--- src/rtl/mem_access.sv ---
// mem_access: RV32I load/store stage over a single-outstanding req/ack data port; non-memory and faulting ops retire in 1 cycle,
// legal memory ops in 2 cycles plus memory wait; Stall is held from issue until the response (or timeout) is taken.
module mem_access #(
   parameter int TIMEOUT = 64,
   parameter int CNT_W   = 7
) (
   input  logic        clk,
   input  logic        rst_n,
   input  logic        InValid,
   input  logic [31:0] instruction,
   input  logic [31:0] ALUresult,
   input  logic [31:0] Reg2RD,
   output logic        Stall,
   output logic        MemReq,
   output logic        MemWe,
   output logic [31:0] MemAddr,
   output logic [31:0] MemWData,
   output logic [3:0]  MemWStrb,
   input  logic        MemAck,
   input  logic [31:0] MemRData,
   output logic        OutValid,
   output logic        RegWEn,
   output logic [4:0]  RegWAddr,
   output logic [31:0] RegWData,
   output logic        MemFault
);

   localparam logic [6:0]       OP_LOAD   = 7'b0000011;
   localparam logic [6:0]       OP_STORE  = 7'b0100011;
   localparam logic [6:0]       OP_BRANCH = 7'b1100011;
   localparam logic [CNT_W-1:0] CNT_LAST  = CNT_W'(TIMEOUT - 1);

   typedef enum logic [1:0] {IDLE, WAIT, DONE} state_t;

   state_t           state, state_nx;
   logic [CNT_W-1:0] cnt, cnt_nx;

   // Captured attributes of the in-flight access, needed once the response arrives.
   logic             op_load, op_load_nx;
   logic [2:0]       op_f3, op_f3_nx;
   logic [1:0]       op_a, op_a_nx;
   logic [4:0]       op_rd, op_rd_nx;

   logic             memreq_nx, memwe_nx, outvalid_nx, regwen_nx, memfault_nx;
   logic [31:0]      memaddr_nx, memwdata_nx, regwdata_nx;
   logic [3:0]       memwstrb_nx;
   logic [4:0]       regwaddr_nx;
   logic             stall_c;

   logic [6:0]       opcode;
   logic [4:0]       rd;
   logic [2:0]       funct3;
   logic [1:0]       a;
   logic             is_load, is_store, is_mem, f3_ok, misalign, req_fault;
   logic [3:0]       st_strb;
   logic [31:0]      st_data;
   logic [7:0]       ld_byte;
   logic [15:0]      ld_half;
   logic [31:0]      ld_val;
   logic             unused_ins;

   assign opcode     = instruction[6:0];
   assign rd         = instruction[11:7];
   assign funct3     = instruction[14:12];
   assign a          = ALUresult[1:0];
   assign unused_ins = ^instruction[31:15];

   assign is_load  = (opcode == OP_LOAD);
   assign is_store = (opcode == OP_STORE);
   assign is_mem   = is_load | is_store;

   // Loads reject 011/110/111; stores accept only 000/001/010.
   assign f3_ok     = is_load ? ((funct3 != 3'b011) && (funct3[2:1] != 2'b11))
                              : (!funct3[2] && (funct3[1:0] != 2'b11));
   assign misalign  = ((funct3[1:0] == 2'b01) && a[0]) ||
                      ((funct3[1:0] == 2'b10) && (a != 2'b00));
   assign req_fault = !f3_ok || misalign;

   always_comb begin
      st_strb = 4'b1111;
      st_data = Reg2RD;
      case (funct3[1:0])
         2'b00: begin
            st_strb = 4'b0001 << a;
            st_data = {4{Reg2RD[7:0]}};
         end
         2'b01: begin
            st_strb = 4'b0011 << {a[1], 1'b0};
            st_data = {2{Reg2RD[15:0]}};
         end
         default: ;
      endcase
   end

   always_comb begin
      ld_byte = MemRData[7:0];
      case (op_a)
         2'b01:   ld_byte = MemRData[15:8];
         2'b10:   ld_byte = MemRData[23:16];
         2'b11:   ld_byte = MemRData[31:24];
         default: ;
      endcase
      ld_half = op_a[1] ? MemRData[31:16] : MemRData[15:0];
      case (op_f3)
         3'b000:  ld_val = {{24{ld_byte[7]}}, ld_byte};
         3'b001:  ld_val = {{16{ld_half[15]}}, ld_half};
         3'b100:  ld_val = {24'h0, ld_byte};
         3'b101:  ld_val = {16'h0, ld_half};
         default: ld_val = MemRData;
      endcase
   end

   always_comb begin
      state_nx    = state;
      cnt_nx      = cnt;
      op_load_nx  = op_load;
      op_f3_nx    = op_f3;
      op_a_nx     = op_a;
      op_rd_nx    = op_rd;
      memreq_nx   = MemReq;
      memwe_nx    = MemWe;
      memaddr_nx  = MemAddr;
      memwdata_nx = MemWData;
      memwstrb_nx = MemWStrb;
      outvalid_nx = 1'b0;
      regwen_nx   = RegWEn;
      regwaddr_nx = RegWAddr;
      regwdata_nx = RegWData;
      memfault_nx = MemFault;
      stall_c     = 1'b0;

      case (state)
         IDLE: begin
            if (InValid) begin
               if (!is_mem) begin
                  outvalid_nx = 1'b1;
                  memfault_nx = 1'b0;
                  regwen_nx   = (rd != 5'd0) && (opcode != OP_BRANCH);
                  regwaddr_nx = rd;
                  regwdata_nx = ALUresult;
               end else if (req_fault) begin
                  outvalid_nx = 1'b1;
                  memfault_nx = 1'b1;
                  regwen_nx   = 1'b0;
                  regwaddr_nx = rd;
               end else begin
                  stall_c     = 1'b1;
                  memreq_nx   = 1'b1;
                  memwe_nx    = is_store;
                  memaddr_nx  = {ALUresult[31:2], 2'b00};
                  memwdata_nx = is_store ? st_data : 32'h0;
                  memwstrb_nx = is_store ? st_strb : 4'b0000;
                  op_load_nx  = is_load;
                  op_f3_nx    = funct3;
                  op_a_nx     = a;
                  op_rd_nx    = rd;
                  cnt_nx      = '0;
                  state_nx    = WAIT;
               end
            end
         end
         WAIT: begin
            stall_c = 1'b1;
            cnt_nx  = cnt + CNT_W'(1);
            // An ack arriving on the last allowed cycle still completes normally.
            if (MemAck) begin
               memreq_nx   = 1'b0;
               outvalid_nx = 1'b1;
               memfault_nx = 1'b0;
               regwen_nx   = op_load && (op_rd != 5'd0);
               regwaddr_nx = op_rd;
               if (op_load) regwdata_nx = ld_val;
               state_nx    = DONE;
            end else if (cnt == CNT_LAST) begin
               memreq_nx   = 1'b0;
               outvalid_nx = 1'b1;
               memfault_nx = 1'b1;
               regwen_nx   = 1'b0;
               regwaddr_nx = op_rd;
               state_nx    = DONE;
            end
         end
         DONE: begin
            cnt_nx   = '0;
            state_nx = IDLE;
         end
         default: state_nx = IDLE;
      endcase
   end

   // The issue-cycle stall is combinational, so it must also fall with reset.
   assign Stall = stall_c & rst_n;

   always_ff @(posedge clk or negedge rst_n) begin
      if (!rst_n) begin
         state    <= IDLE;
         cnt      <= '0;
         op_load  <= 1'b0;
         op_f3    <= 3'b000;
         op_a     <= 2'b00;
         op_rd    <= 5'd0;
         MemReq   <= 1'b0;
         MemWe    <= 1'b0;
         MemAddr  <= 32'h0;
         MemWData <= 32'h0;
         MemWStrb <= 4'b0000;
         OutValid <= 1'b0;
         RegWEn   <= 1'b0;
         RegWAddr <= 5'd0;
         RegWData <= 32'h0;
         MemFault <= 1'b0;
      end else begin
         state    <= state_nx;
         cnt      <= cnt_nx;
         op_load  <= op_load_nx;
         op_f3    <= op_f3_nx;
         op_a     <= op_a_nx;
         op_rd    <= op_rd_nx;
         MemReq   <= memreq_nx;
         MemWe    <= memwe_nx;
         MemAddr  <= memaddr_nx;
         MemWData <= memwdata_nx;
         MemWStrb <= memwstrb_nx;
         OutValid <= outvalid_nx;
         RegWEn   <= regwen_nx;
         RegWAddr <= regwaddr_nx;
         RegWData <= regwdata_nx;
         MemFault <= memfault_nx;
      end
   end

endmodule

--- config.mk ---
export PLATFORM = sky130hd
export DESIGN_NAME = mem_access
export DESIGN_NICKNAME = d
export VERILOG_FILES = /design/src/rtl/mem_access.sv
export SDC_FILE = /design/constraint.sdc
export NUM_CORES = 1
export LEC_CHECK = 0
export ABC_AREA = 1
export ABC_CLOCK_PERIOD_IN_PS = 1710
export BUFFER_PORTS_ARGS = -buffer_cell sky130_fd_sc_hd__clkbuf_2
export CAP_MARGIN = 20
export CORE_AREA = 2 2 126 116
export DETAILED_ROUTE_END_ITERATION = 10
export DIE_AREA = 0 0 128 118
export PLACE_DENSITY_LB_ADDON = 0.05
export SYNTH_ARGS = -nofsm -noshare
export SYNTH_HDL_FRONTEND = slang
export SYNTH_SLANG_ARGS = --single-unit
--- constraint.sdc ---
create_clock -name clk -period 1.71 [get_ports clk]
set_input_delay 0.0855 -clock clk [delete_from_list [all_inputs] [get_ports clk]]
set_output_delay 0.0855 -clock clk [all_outputs]
set_load 0.01 [all_outputs]
==> results of run 1 <==
through the flow:
step	power (mW)	instance area, um^2	hold WS (ps)	utilization	std cells
2_1_floorplan	3.91	6910	-210	-	949
3_3_place_gp	4.41	8270	26.3	0.601	1317
3_5_place_dp	4.42	8270	25.3	0.601	1317
4_1_cts	8.12	9320	1.09	0.678	1392
5_1_grt	8.46	9390	12.7	0.683	1395
6_report	8.10	9390	11.1	0.683	1395
synth_stat cells (all sizes together):
cell type,number
xor2,1
conb,1
a31o,1
o21a,1
ha,1
or2,4
buf,37
o211ai,15
nor3,3
nor2,93
clkbuf,19
o21ai,58
a21o,1
dfrtp,128
nand3,46
a21oi,70
o22ai,1
nand4,50
nand2,334
inv,84
what timing repair did:
action / in CTS / in global routing
pin swaps: 1 / 3
endpoints found under the setup margin: 2 / 47
setup buffers: 1 / 2
resized for setup: 5 / 10
cloned: 0 / 1
hold endpoints to repair: 180 / 0
hold buffers: 43 / 0
flip-flops by register name, summed over array words and instances, names as in the netlist, 3 cells and up:
name,flops
RegWAddr,5
op_f3,3
MemAddr,30
RegWData,32
MemWData,32
cnt,7
op_rd,5
MemWStrb,4
metal layers:
layer / routed length, um / part of all wire
met1: 9300 / 0.45
met3: 1450 / 0.071
met5: 0 / 0
met2: 9350 / 0.46
met4: 408 / 0.020
cell families (layout without fill, tap and decap cells):
group	count (synthesis)	count (layout)
and+or+nand+nor	530	530
AOI/OAI and AO/OA	147	147
buffers and inverters	140	414
DFF	128	128
adders and majority gates	1	1
other	1	2
xor gates and xnor gates	1	1
layout make-up:
class / instances / area, um^2
Multi-Input combinational cell: 681 / 3100
Inverter: 84 / 320
Tap cell: 172 / 215
Clock buffer: 22 / 484
Timing Repair Buffer: 299 / 1960
Clock inverter: 9 / 108
Sequential cell: 128 / 3200
Fill cell: 1276 / 4360
critical path: stages, from the launching register on:
cell	delay, ps
dfrtp_1	400
buf_6	130
nor2_4	130
nand2_2	80
inv_2	70
nand4_4	110
a21oi_4	180
buf_6	120
worst max-delay path by stage:
stage                               startpoint                        to  cells past startpoint
after detailed placement  state[1]$_DFFE_PN0P_  RegWData[27]$_DFFE_PN0P_                      6
after floorplan             cnt[0]$_DFFE_PN0P_      MemFault$_DFFE_PN0P_                     10
after global routing      state[0]$_DFFE_PN0P_                     Stall                      7
final                     state[0]$_DFFE_PN0P_                     Stall                      7
after global placement    state[1]$_DFFE_PN0P_        RegWEn$_DFFE_PN0P_                      8
after CTS                 state[0]$_DFFE_PN0P_                     Stall                      7
power by group:
group,switching [mW],internal [mW]
Clock,1.35,2.28
Sequential,0.114,3.20
Combinational,0.670,0.495
==> results by group, run 1 <==
Synth
  – Syn Inst Count: 948
  – Largest family of logic cells by synthesized area: simple AND/OR/NAND/NOR gates
  – Post-synthesis xor/xnor area fraction: 0.00127
  – Flops & latches, synth: 128
  – Yosys top cell area share: 0.464
  – Post-Synth Simple-Gate Area: 0.325
  – Sequential share of the synthesized area: 0.464
  – Mux cell area share after synthesis: 0
  – Mean Syn Cell Area: 7.29 um^2
  – Cell accounting for the most synthesized area: dfrtp_1
  – Area contributors post-synth: dfrtp_1 46%, nand2_1 18%, a21oi_1 5.0%
  – Post-synthesis cell type count: 33
  – Synth warn: 0
  – Post-synth design cell area: 6910 um^2
  – Synth Area in Adders: 0.00181
  – Complex-gate fraction of the synthesized area: 0.114

CTS
  – CTS tree: yes
  – Clock sink count: 128
  – Worst skew pair latency: 420 ps
  – Clk root buf: clkbuf_16
  – CTS Buf Count: 17
  – Clock Tree Buf Depth: 2
  – Clk slew on worst S/H paths: 50 ps
  – CTS HTree Levels: 4

Min path
  – WHS Path Cells: 3
  – Hold wc startpoint: MemRData[2]
  – Hold endpoint: RegWData[2]$_DFFE_PN0P_
  – HP Class: primary input to flip-flop

Critical path
  – Nature of the critical path startpoint: flip-flop
  – R2r worst-path depth: 9
  – Reg2reg start: state[0]$_DFFE_PN0P_
  – Reg2Reg Setup Slack: 90 ps
  – CP required: 1620 ps
  – Critical Path AT: 1630 ps
  – CP Max Fanout: 4
  – Kind of end point of the critical path: output pin
  – Worst setup path category: flip-flop to output pin
  – Worst reg2reg endpoint: MemAddr[29]$_DFFE_PN0P_

Floorplanning
  – Die width: 128 um
  – Die Height: 118 um
  – DIE AREA: 15,100 um^2
  – # IOs: 243
  – Rows: 41
  – Initial core utilization: 0.502
  – Core area: 13,700 um^2

Status
  – Status: finished, violations left
  – Failing checks: setup timing

Power and ir drop
  – PD cells: 863 nW/um^2
  – Leakage power: 5.14 nW
  – Maximum vdd drop: 0.000723 V

STA
  – Crit path time final: 1720 ps
  – Hold Violations, Final: 0
  – Worst slew pin tran: 511 ps
  – Clock Skews: 8.28 ps
  – Final setup viols: 1
  – RSZ-0062 raised after global routing: true
  – Worst setup margin: -8.96 ps
  – Max_slew headroom: 0.659
  – Final Cycle Share: 1.01
  – Max-slew violation count: 0
  – Max Clk Rate: 582 MHz
  – Setup TNS: -8.96 ps

Routing
  – Post-route ant nets: 0
  – Drt first pass iters: 5
  – Routed WL: 20.5 mm
  – Via count: 7,166
  – WL per Instance: 14.7 um
  – Via/cell ratio: 5.14
  – Violation count after the first detailed-route iteration: 524
  – DRC: 0

Place
  – DP HPWL: 14.0 mm
  – GPL Wtd Cong: 0.949
  – Buffers on Ports: 223
  – Dpl ws: 8.70 ps

Layout
  – Area growth from synthesis to layout: 35.9%
  – Share of cells above drive strength 1: 0.257
  – ANT cells: 0
  – Most common cell after layout, fill and taps aside: nand2_1
  – Final net count: 1,344
  – Commonest non-fill, non-tap cells in the layout: 330 x nand2_1, 221 x clkbuf_2, 127 x dfrtp_1

GRT
  – GR met3 Demand/Resource: 0.0768
  – Tot GR Track Use: 0.276
  – Vias in the first global route: 6,736
  – Largest net degree at the start of global routing: 59
  – GRT met1 Usage: 0.379
  – Global-route wire length before repair: 32.9 mm
  – GRT busiest layer: met2
  – Congestion Overflow GR: 0
  – Met2 Track Usage GR: 0.415
  – Initial antenna violation count: 0

Run
  – Max_cap viols: 0
Power figures use the tool's default switching activity.
==> run 2, diff against run 1 <==
--- a/config.mk
+++ b/config.mk
@@ -5,13 +5,12 @@
 export SDC_FILE = /design/constraint.sdc
 export NUM_CORES = 1
 export LEC_CHECK = 0
-export ABC_AREA = 1
 export ABC_CLOCK_PERIOD_IN_PS = 1710
 export BUFFER_PORTS_ARGS = -buffer_cell sky130_fd_sc_hd__clkbuf_2
 export CAP_MARGIN = 20
-export CORE_AREA = 2 2 126 116
+export CORE_AREA = 2 2 124 114
 export DETAILED_ROUTE_END_ITERATION = 10
-export DIE_AREA = 0 0 128 118
+export DIE_AREA = 0 0 126 116
 export PLACE_DENSITY_LB_ADDON = 0.05
 export SYNTH_ARGS = -nofsm -noshare
 export SYNTH_HDL_FRONTEND = slang
==> run 2 against run 1 <==
Effect of this change: the flow finishes with violations (hold timing, setup timing); non-clock buffer count increased by 44; worst hold slack got worse by 15 ps; sequential power increased by 2%; first-iteration DRC count decreased by 5.5%; count of clock-buffer cells in the layout unchanged; sequential share of layout area decreased by 1.0 points; critical path depth decreased by 2; utilization increased by 5.0 points; cell area increased by 3.1%; synthesized area decreased by 5.2%; clock power increased by 2%; critical path type is now flip-flop to flip-flop; largest cell class unchanged; largest power group unchanged.
==> results by group, run 2 <==
Status
  – Status: finished, violations left
  – Failing checks: hold timing, setup timing

Critical path
  – Reg2reg start: state[1]$_DFFE_PN0P_
  – Nature of the critical path startpoint: flip-flop
  – Worst setup path category: flip-flop to flip-flop
  – Critical Path AT: 2160 ps (+530 ps)
  – Critical path startpoint: state[1]$_DFFE_PN0P_
  – CP Max Fanout: 7 (+3)
  – Kind of end point of the critical path: flip-flop
  – CP required: 2020 ps (+400 ps)

CTS
  – Clk slew on worst S/H paths: 60 ps (about the same)
  – Worst skew pair latency: 420 ps (about the same)
  – CTS tree: yes
  – CTS HTree Levels: 4 (unchanged)
  – Clock Tree Buf Depth: 2 (unchanged)
  – CTS Buf Count: 17 (unchanged)
  – Clock sink count: 128 (unchanged)
  – Clk root buf: clkbuf_16

GRT
  – Congestion Overflow GR: 0 (unchanged)
  – GR met3 Demand/Resource: 0.0688 (-0.00803)
  – GRT busiest layer: met2
  – Met2 Track Usage GR: 0.470 (+0.0548)
  – GRT met1 Usage: 0.369 (-0.0106)
  – Global-route wire length before repair: 32.4 mm (-1.7%)
  – Vias in the first global route: 6,101 (-9.4%)
  – Largest net degree at the start of global routing: 74 (+25%)
  – Initial antenna violation count: 0 (unchanged)
  – Tot GR Track Use: 0.282 (+0.00661)

Place
  – Dpl ws: -275 ps (-284 ps)
  – Post-placement cell area: 7980 um^2 (-3.5%)
  – GPL Wtd Cong: 0.822 (-13%)
  – Cell total after placement: 991 (-25%)
  – Buffers on Ports: 223 (unchanged)
  – DP HPWL: 14.2 mm (+1.8%)

Synth
  – Cell accounting for the most synthesized area: dfrtp_1
  – Area contributors post-synth: dfrtp_1 49%, mux2i_1 5.5%, mux2_2 4.6%
  – Top cells by count, synth: 128 x dfrtp_1, 64 x nand2_1, 42 x o21ai_0, 36 x mux2i_1, 29 x clkbuf_1
  – EDFF count, synth: 0 (unchanged)
  – Synth warn: 0 (unchanged)
  – Flops & latches, synth: 128 (unchanged)
  – Synth Flop Type: dfrtp_1
  – Yosys top cell area share: 0.489 (+0.0254)
  – Post-synthesis cell type count: 62 (+88%)
  – Post-synth design cell area: 6550 um^2 (-5.2%)
  – Mean Syn Cell Area: 10.6 um^2 (+46%)
  – Count leader, synth: dfrtp_1
  – Syn Inst Count: 615 (-35%)
  – Sequential share of the synthesized area: 0.489 (+0.0254)
  – Post-synth ARST share: 1.00 (unchanged)

Layout
  – Commonest non-fill, non-tap cells in the layout: 221 x clkbuf_2, 128 x dfrtp_1, 66 x dlygate4sd3_1
  – Largest regs: MemWData (32), RegWData (32), MemAddr (30)
  – Design Area, Final: 9680 um^2 (+3.1%)
  – Area growth from synthesis to layout: 47.8%
  – Most common cell after layout, fill and taps aside: clkbuf_2
  – Share of cells above drive strength 1: 0.410 (+0.153)
  – Final net count: 1,060 (-21%)
  – Post-Layout Cell Count: 1,108 (-21%)
  – ANT cells: 0 (unchanged)
  – Post-Route Utilization: 0.732 (+0.0496)

STA
  – RSZ-0062 raised after global routing: true
  – Max-slew violation count: 0 (unchanged)
  – Worst setup margin: -142 ps (-133 ps)
  – Clock Skews: 7.71 ps (-0.570 ps)
  – Hold Violations, Final: 1 (+1)
  – Hold WS: -3.51 ps (-14.6 ps)
  – Final Cycle Share: 1.08 (+0.0779)
  – Max Clk Rate: 540 MHz (-7.2%)
  – Max_slew headroom: 0.572 (-0.0871)
  – Final setup viols: 78 (+77)
  – Crit path time final: 1850 ps (+133 ps)
  – Worst slew pin tran: 641 ps (+130 ps)

Power and ir drop
  – PD cells: 877 nW/um^2 (+1.6%)
  – Maximum vdd drop: 0.000671 V (-7.1%)
  – Power Total: 8.49 mW (+4.7%)
  – Leakage power: 4.89 nW (-4.8%)

Min path
  – HP Class: primary input to flip-flop
  – Hold wc startpoint: Reg2RD[11]

Routing
  – Violation count after the first detailed-route iteration: 495 (-5.5%)
  – Routed WL: 21.7 mm (+6.1%)
  – Via count: 6,321 (-12%)
  – Via/cell ratio: 5.70 (+11%)
  – Drt first pass iters: 5 (unchanged)
  – DRC: 0 (unchanged)
  – Post-route ant nets: 0 (unchanged)
  – WL per Instance: 19.6 um (+34%)

Floorplanning
  – Die width: 126 um (-1.6%)
  – # IOs: 243 (unchanged)
  – DIE AREA: 14,600 um^2 (-3.2%)
  – Die Height: 116 um (-1.7%)
  – Rows: 40 (-2.4%)
  – Initial core utilization: 0.496 (-0.00682)
  – Core area: 13,200 um^2 (-3.9%)

Run
  – Max_cap viols: 0 (unchanged)
run 2: final timing paths:
| kind | endpoint | slack, ps | depth (start not counted) |
|---|---|---|---|
| worst min register to register | MemWData[8]$_DFFE_PN0P_ | 480 | 2 |
| max in group asynchronous | MemAddr[25]$_DFFE_PN0P_ | 870 | 3 |
| worst max-delay path | RegWAddr[1]$_DFFE_PN0P_ | -140 | 5 |
| worst max register to register | RegWAddr[1]$_DFFE_PN0P_ | -140 | 5 |
| min in group asynchronous | RegWData[3]$_DFFE_PN0P_ | 60 | 2 |
| worst min-delay path | MemWData[11]$_DFFE_PN0P_ | -4 | 3 |
run 2: cell families (layout without fill, tap and decap cells):
family / after synthesis / in the layout / synth area share
AOI/OAI and AO/OA: 181 / 181 / 0.196
xor gates and xnor gates: 1 / 1 / 0.00134
adders and majority gates: 1 / 1 / 0.00191
buffers and inverters: 72 / 395 / 0.0487
DFF: 128 / 128 / 0.489
muxes: 84 / 84 / 0.148
other: 1 / 2 / 0.000573
and+or+nand+nor: 147 / 148 / 0.114
run 2: layer usage:
metal  up-vias  part of all wire
li1       2896                 -
met5         -                 0
met3        32             0.079
met2       316              0.48
met1      3077              0.42
met4         0             0.017
run 2: area by class of cell:
cell class,instances,area (um^2)
Sequential cell,128,3200
Fill cell,948,3530
Multi-Input combinational cell,417,3160
Tap cell,168,210
Clock buffer,22,464
Clock inverter,10,135
Inverter,20,75.1
Timing Repair Buffer,343,2430
run 2: through the flow:
| stage | TNS (ps) | hold WS (ps) |
|---|---|---|
| final | -4900 | -3.51 |
| after global routing | -9950 | 1.44 |
| after CTS | -1680 | 1.95 |
| after detailed placement | -11760 | -68.8 |
| after global placement | -7460 | -70.3 |
| after floorplan | -158 | -210 |
run 2: repair_timing:
item | in CTS | in global routing
gates resized for setup | 13 | 39
hold endpoints to repair | 206 | 0
setup endpoints to repair | 88 | 113
gates cloned | 0 | 9
pin swaps | 6 | 5
buffers inserted | 8 | 6
hold buffers | 66 | 0
run 2: where the power goes:
part,switching (mW),internal [mW]
clock,1.35,2.36
combinational,0.730,0.681
sequential,0.138,3.23
run 2: worst max-delay path, cell delays in order (launching register included):
cell and delay (ps):
dfrtp_1 410, or3b_4 420, or3_4 360, o211ai_4 90
buf_12 150, mux2_4 300
